==> src/rtl/sync_fifo_wr_arbiter_pkg.sv <==
// Shared types and helpers for the sync_fifo round-robin write arbiter.
package fifo_arb_pkg;

  typedef enum logic {
    IDLE  = 1'b0,
    GRANT = 1'b1
  } arb_state_t;

  localparam int STAT_W = 16;

  function automatic int clog2(input int v);
    int r;
    int x;
    r = 0;
    x = v - 1;
    while (x > 0) begin
      r++;
      x = x >> 1;
    end
    return r;
  endfunction

endpackage

==> src/rtl/sync_fifo_wr_arbiter_rr_pick.sv <==
// Circular priority picker: first candidate at/after i_start, skipping excluded bits.
module rr_pick
  import fifo_arb_pkg::*;
#(
  parameter int N_REQ = 4,
  parameter int PTR_W = clog2(N_REQ)
) (
  input  logic [N_REQ-1:0] i_req,
  input  logic [PTR_W-1:0] i_start,
  input  logic [N_REQ-1:0] i_excl,
  output logic [N_REQ-1:0] o_gnt,
  output logic             o_vld
);

  logic [N_REQ-1:0] w_cand;

  assign w_cand = i_req & ~i_excl;

  always_comb begin
    o_gnt = '0;
    o_vld = 1'b0;
    for (int k = 0; k < N_REQ; k++) begin
      if (!o_vld && w_cand[(int'(i_start) + k) % N_REQ]) begin
        o_gnt[(int'(i_start) + k) % N_REQ] = 1'b1;
        o_vld = 1'b1;
      end
    end
  end

endmodule

==> src/rtl/sync_fifo_wr_arbiter.sv <==
// Round-robin burst arbiter sharing one sync_fifo write port among N_REQ producers.
// Optional per-producer accept counters are enabled by defining FIFO_ARB_STATS_EN.
module sync_fifo_wr_arbiter
  import fifo_arb_pkg::*;
#(
  parameter int N_REQ     = 4,
  parameter int DATA_W    = 8,
  parameter int MAX_BURST = 16
) (
  input  logic                      clk,
  input  logic                      rst,
  input  logic [N_REQ-1:0]          req,
  input  logic [N_REQ*DATA_W-1:0]   req_data,
  input  logic [N_REQ-1:0]          req_last,
  output logic [N_REQ-1:0]          gnt,
  input  logic                      fifo_full,
  output logic                      fifo_wr_en,
  output logic [DATA_W-1:0]         fifo_data_in,
  output logic                      busy
`ifdef FIFO_ARB_STATS_EN
  ,
  input  logic                      stat_clr,
  output logic [N_REQ*STAT_W-1:0]   stat_cnt
`endif
);

  localparam int CNT_W = clog2(MAX_BURST + 1);
  localparam int PTR_W = clog2(N_REQ);

  arb_state_t       r_state, w_nstate;
  logic [N_REQ-1:0] r_gnt, w_ngnt;
  logic [PTR_W-1:0] r_ptr, w_nptr;
  logic [CNT_W-1:0] r_cnt, w_ncnt;
  logic             r_busy;

  logic [PTR_W-1:0]  w_owner;
  logic [PTR_W-1:0]  w_ptr_inc;
  logic [DATA_W-1:0] w_data;
  logic              w_owner_req;
  logic              w_owner_last;
  logic              w_acc;
  logic              w_release;
  logic [PTR_W-1:0]  w_start;
  logic [N_REQ-1:0]  w_excl;
  logic [N_REQ-1:0]  w_pick;
  logic              w_pick_vld;

  always_comb begin
    w_owner = '0;
    w_data  = '0;
    for (int i = 0; i < N_REQ; i++) begin
      if (r_gnt[i]) begin
        w_owner = PTR_W'(i);
        w_data  = req_data[i*DATA_W +: DATA_W];
      end
    end
  end

  assign w_owner_req  = |(r_gnt & req);
  assign w_owner_last = |(r_gnt & req_last);
  assign w_acc        = w_owner_req & ~fifo_full;
  assign w_ptr_inc    = (w_owner == PTR_W'(N_REQ - 1)) ? '0 : w_owner + PTR_W'(1);

  // A withdrawn request releases even while the FIFO is full; a full FIFO otherwise freezes the burst.
  assign w_release = (r_state == GRANT) &&
                     ((w_acc && (w_owner_last || r_cnt == CNT_W'(MAX_BURST - 1))) || !w_owner_req);

  assign w_start = (r_state == GRANT) ? w_ptr_inc : r_ptr;
  assign w_excl  = (r_state == GRANT) ? r_gnt : '0;

  rr_pick #(
    .N_REQ (N_REQ),
    .PTR_W (PTR_W)
  ) u_pick (
    .i_req   (req),
    .i_start (w_start),
    .i_excl  (w_excl),
    .o_gnt   (w_pick),
    .o_vld   (w_pick_vld)
  );

  always_comb begin
    w_nstate = r_state;
    w_ngnt   = r_gnt;
    w_nptr   = r_ptr;
    w_ncnt   = r_cnt;
    case (r_state)
      IDLE: begin
        if (w_pick_vld) begin
          w_nstate = GRANT;
          w_ngnt   = w_pick;
          w_ncnt   = '0;
        end
      end
      GRANT: begin
        if (w_release) begin
          w_nptr = w_ptr_inc;
          w_ncnt = '0;
          if (w_pick_vld) begin
            w_ngnt = w_pick;
          end else if (!w_owner_req) begin
            w_ngnt   = '0;
            w_nstate = IDLE;
          end
        end else if (w_acc) begin
          w_ncnt = r_cnt + CNT_W'(1);
        end
      end
      default: begin
        w_nstate = IDLE;
        w_ngnt   = '0;
      end
    endcase
  end

  always_ff @(posedge clk or posedge rst) begin
    if (rst) begin
      r_state <= IDLE;
      r_gnt   <= '0;
      r_ptr   <= '0;
      r_cnt   <= '0;
      r_busy  <= 1'b0;
    end else begin
      r_state <= w_nstate;
      r_gnt   <= w_ngnt;
      r_ptr   <= w_nptr;
      r_cnt   <= w_ncnt;
      r_busy  <= (w_nstate == GRANT);
    end
  end

  assign gnt          = r_gnt;
  assign busy         = r_busy;
  assign fifo_wr_en   = w_acc;
  assign fifo_data_in = w_data;

`ifdef FIFO_ARB_STATS_EN
  for (genvar g = 0; g < N_REQ; g++) begin : g_stat
    logic [STAT_W-1:0] r_stat;
    always_ff @(posedge clk or posedge rst) begin
      if (rst) begin
        r_stat <= '0;
      end else if (stat_clr) begin
        r_stat <= '0;
      end else if (w_acc && r_gnt[g] && r_stat != {STAT_W{1'b1}}) begin
        r_stat <= r_stat + STAT_W'(1);
      end
    end
    assign stat_cnt[g*STAT_W +: STAT_W] = r_stat;
  end
`endif

endmodule

==> config.mk <==
export PLATFORM = sky130hd
export DESIGN_NAME = sync_fifo_wr_arbiter
export DESIGN_NICKNAME = d
export VERILOG_FILES = /design/src/rtl/sync_fifo_wr_arbiter_pkg.sv /design/src/rtl/sync_fifo_wr_arbiter_rr_pick.sv /design/src/rtl/sync_fifo_wr_arbiter.sv
export SDC_FILE = /design/constraint.sdc
export NUM_CORES = 1
export LEC_CHECK = 0
export ABC_CLOCK_PERIOD_IN_PS = 3090
export CAP_MARGIN = 25
export CORE_MARGIN = 4
export CORE_UTILIZATION = 36
export DETAILED_ROUTE_END_ITERATION = 10
export GPL_TIMING_DRIVEN = 0
export PLACE_DENSITY = 0.71
export SLEW_MARGIN = 20
export SYNTH_ARGS = -nofsm -noshare
export SYNTH_HDL_FRONTEND = slang
export SYNTH_SLANG_ARGS = --single-unit
export TNS_END_PERCENT = 10
==> constraint.sdc <==
create_clock -name clk -period 3.09 [get_ports clk]
set_clock_uncertainty 0.2 [all_clocks]
set_input_delay 0.618 -clock clk [delete_from_list [all_inputs] [get_ports clk]]
set_output_delay 0.618 -clock clk [all_outputs]
set_load 0.02 [all_outputs]
==> results.json <==
{
  "postLayoutCoreUtil": 0.5721,
  "cts_tree": "yes",
  "async_reset_ff_frac": 1.000,
  "r2r_end": "r_cnt[0]$_DFFE_PP0P_",
  "critPathMaxFanout": 9,
  "vias": 1517,
  "ys_ff_latch": 12,
  "initial_utilization": 0.3788,
  "synth_top_cell_by_area": "dfrtp_1",
  "r2r_slack_ns": 0.08,
  "portBuffers": 56,
  "cts_hold_buf": 0,
  "cts_root_buf": "clkbuf_8",
  "synth.area.top_cells": "dfrtp_1 (21%), ha_1 (8.0%), mux4_2 (6.4%)",
  "placementRows": 22,
  "slew_viol_final": 0,
  "finalCriticalPeriod_ns": 3.011,
  "dp_slack_ns": -0.2844,
  "vias_per_cell": 5.379,
  "layout_setup_ws_ns": 0.07938,
  "post-cts-setup-buffers": 0,
  "arrival_ns": 2.94,
  "hold-path-endpoint": "r_cnt[2]$_DFFE_PP0P_",
  "pin_count": 57,
  "die_height_um": 70.53,
  "hold_depth": 1,
  "setup_viol": 0,
  "ys.flop_type": "dfrtp_1",
  "ant_nets": 0,
  "cts.sinks": 12,
  "ff2ff_path_depth": 9,
  "hpwl_um": 3385,
  "hold_path.class": "reg2reg",
  "crit_type": "reg2reg",
  "crit_start": "gnt[1]$_DFFE_PP0P_",
  "core_area_um2": 3716,
  "worstPathRequired_ns": 3.02,
  "yosysSeqAreaShare": 0.2133,
  "cts_resized": 9,
  "first_pass_iters": 4,
  "synth_area_um2": 1408,
  "mostFrequentLayoutCell": "clkdlybuf4s50_1",
  "max_slew_margin": 0.6873,
  "cts_max_level": 1,
  "dp.cells": 278,
  "start_kind": "flip-flop",
  "instances_no_fill": 282,
  "numCtsBuffers": 3,
  "total_power_mw": 2.341,
  "fin_crit_sh": 0.9743,
  "wirelength_um": 4266,
  "gp_congestion": 0.8153,
  "synthCells": 174,
  "hold_viol": 0,
  "ys_types": 44,
  "placed_cell_area_um2": 2028,
  "grt_pass1_wl_um": 7120,
  "worstSetupEndpointType": "flip-flop",
  "n_fill_cell": 353,
  "drc": 0,
  "synth_nets": 226,
  "clock_latency_ns": 0.24,
  "die_w_um": 70.53,
  "clockBufferDepth": 2,
  "grt_max_degree": 13,
  "routedWlPerCell_um": 15.13,
  "crit-reg2reg-launch": "gnt[1]$_DFFE_PP0P_",
  "die_area_um2": 4974,
  "grt_overflow_total": 0,
  "synth_edf_count": 0,
  "status": "finished, final reports clean",
  "synth_top_area_frac": 0.2133,
  "layout_common_cells": "clkdlybuf4s50_1 (53), nand2_1 (19), a21oi_1 (15), nor2_1 (15), o21ai_1 (13)",
  "tightest_slew_ns": 0.4685,
  "vdd_drop_max_v": 0.0005936,
  "p_leak_nw": 0.9301,
  "max_freq_ghz": 0.3322,
  "grt_antenna_before_repair": 0,
  "drtIter0Drc": 74,
  "grt_pass1_vias": 1499,
  "power_density_nw_per_um2": 1101,
  "synth_warnings": 0,
  "drive_gt1_frac": 0.1325,
  "path_clk_slew_ns": 0.06,
  "rsz0062_at_grt": "true",
  "grt_usage": 0.1724,
  "n_antenna_cell": 0,
  "finalInstanceArea_um2": 2126,
  "hold_path_startpoint": "r_cnt[2]$_DFFE_PP0P_",
  "area_growth_pct": 51.02,
  "avgSynthCellArea_um2": 8.090,
  "maxCapViolations": 0,
  "num-nets-final": 287
}
==> state kept, by name, indices dropped and copies added, names as in the netlist <==
name	cells
busy	1
r_ptr	2
gnt	4
r_cnt	5
==> cell type report <==
type	instances	area [um^2]	share of cell area
plain buffers	9	46.29	0.02178
well taps	48	60.06	0.02825
flip-flops and latches	12	301.5	0.1418
clock buffers	4	55.05	0.02590
multi-input cells	145	1065	0.5009
inverters	8	30.03	0.01413
repair buffers	56	568.0	0.2672
==> worst max-delay path, stage by stage, from the launching register on <==
cell and delay, ns:
dfrtp_1 0.37, buf_2 0.18, o21ba_1 0.24, mux2i_4 0.27, ha_1 0.32, nor3_1 0.26
nand3_1 0.21, a311oi_4 0.39, nor2b_2 0.13, mux2_4 0.31
==> Yosys cell counts (all sizes together) (4+ instances only) <==
library cell,instances
nand3,7
nand2,19
a31oi,4
ha,9
o21ai,15
a22oi,9
a21oi,16
inv,8
nor2,15
a21boi,4
mux4,5
clkbuf,6
dfrtp,12
nor2b,5
==> per-stage QoR <==
step | setup TNS, ns | hold slack, ns
global placement | -1.133 | 0.2734
floorplan | 0 | 0.2407
global route | -0.2477 | 0.3210
detailed placement | -1.105 | 0.2868
CTS | 0 | 0.2967
finish | 0 | 0.3016
==> layer usage <==
layer / track usage / routed length, um / part of all wire / vias to the layer above
li1: - / - / - / 766
met1: 0.2241 / 1969 / 0.46 / 680
met2: 0.2921 / 1915 / 0.45 / 67
met3: 0.03835 / 341 / 0.080 / 4
met4: 0.04175 / 39 / 0.0091 / 0
met5: 0 / 0 / 0 / -
==> worst max path at each step <==
stage,end
3_5_place_dp,r_cnt[4]$_DFFE_PP0P_
5_1_grt,r_cnt[0]$_DFFE_PP0P_
6_report,r_cnt[0]$_DFFE_PP0P_
2_1_floorplan,r_cnt[0]$_DFFE_PP0P_
4_1_cts,r_cnt[0]$_DFFE_PP0P_
3_3_place_gp,r_cnt[0]$_DFFE_PP0P_
==> report_power, final <==
group / leakage [nW] / switching (mW) / internal (mW)
Sequential: 0.150 / 0.0732 / 0.220
Combinational: 0.752 / 1.01 / 0.860
Clock: 0.0288 / 0.0606 / 0.113
Total: 0.930 / 1.15 / 1.19
==> kinds of logic (layout without fill, tap and decap cells) <==
| kind of cell | after synthesis | count (layout) | synth area share |
|---|---|---|---|
| AO/OA/AOI/OAI | 69 | 69 | 0.3387 |
| AND/OR/NAND/NOR | 57 | 57 | 0.1947 |
| buffers and inverters | 17 | 77 | 0.04711 |
| flip-flops | 12 | 12 | 0.2133 |
| multiplexers | 10 | 10 | 0.1262 |
| adder cells (fa/ha/maj) | 9 | 9 | 0.08000 |
Note: power is estimated with default switching activity, not from simulation.
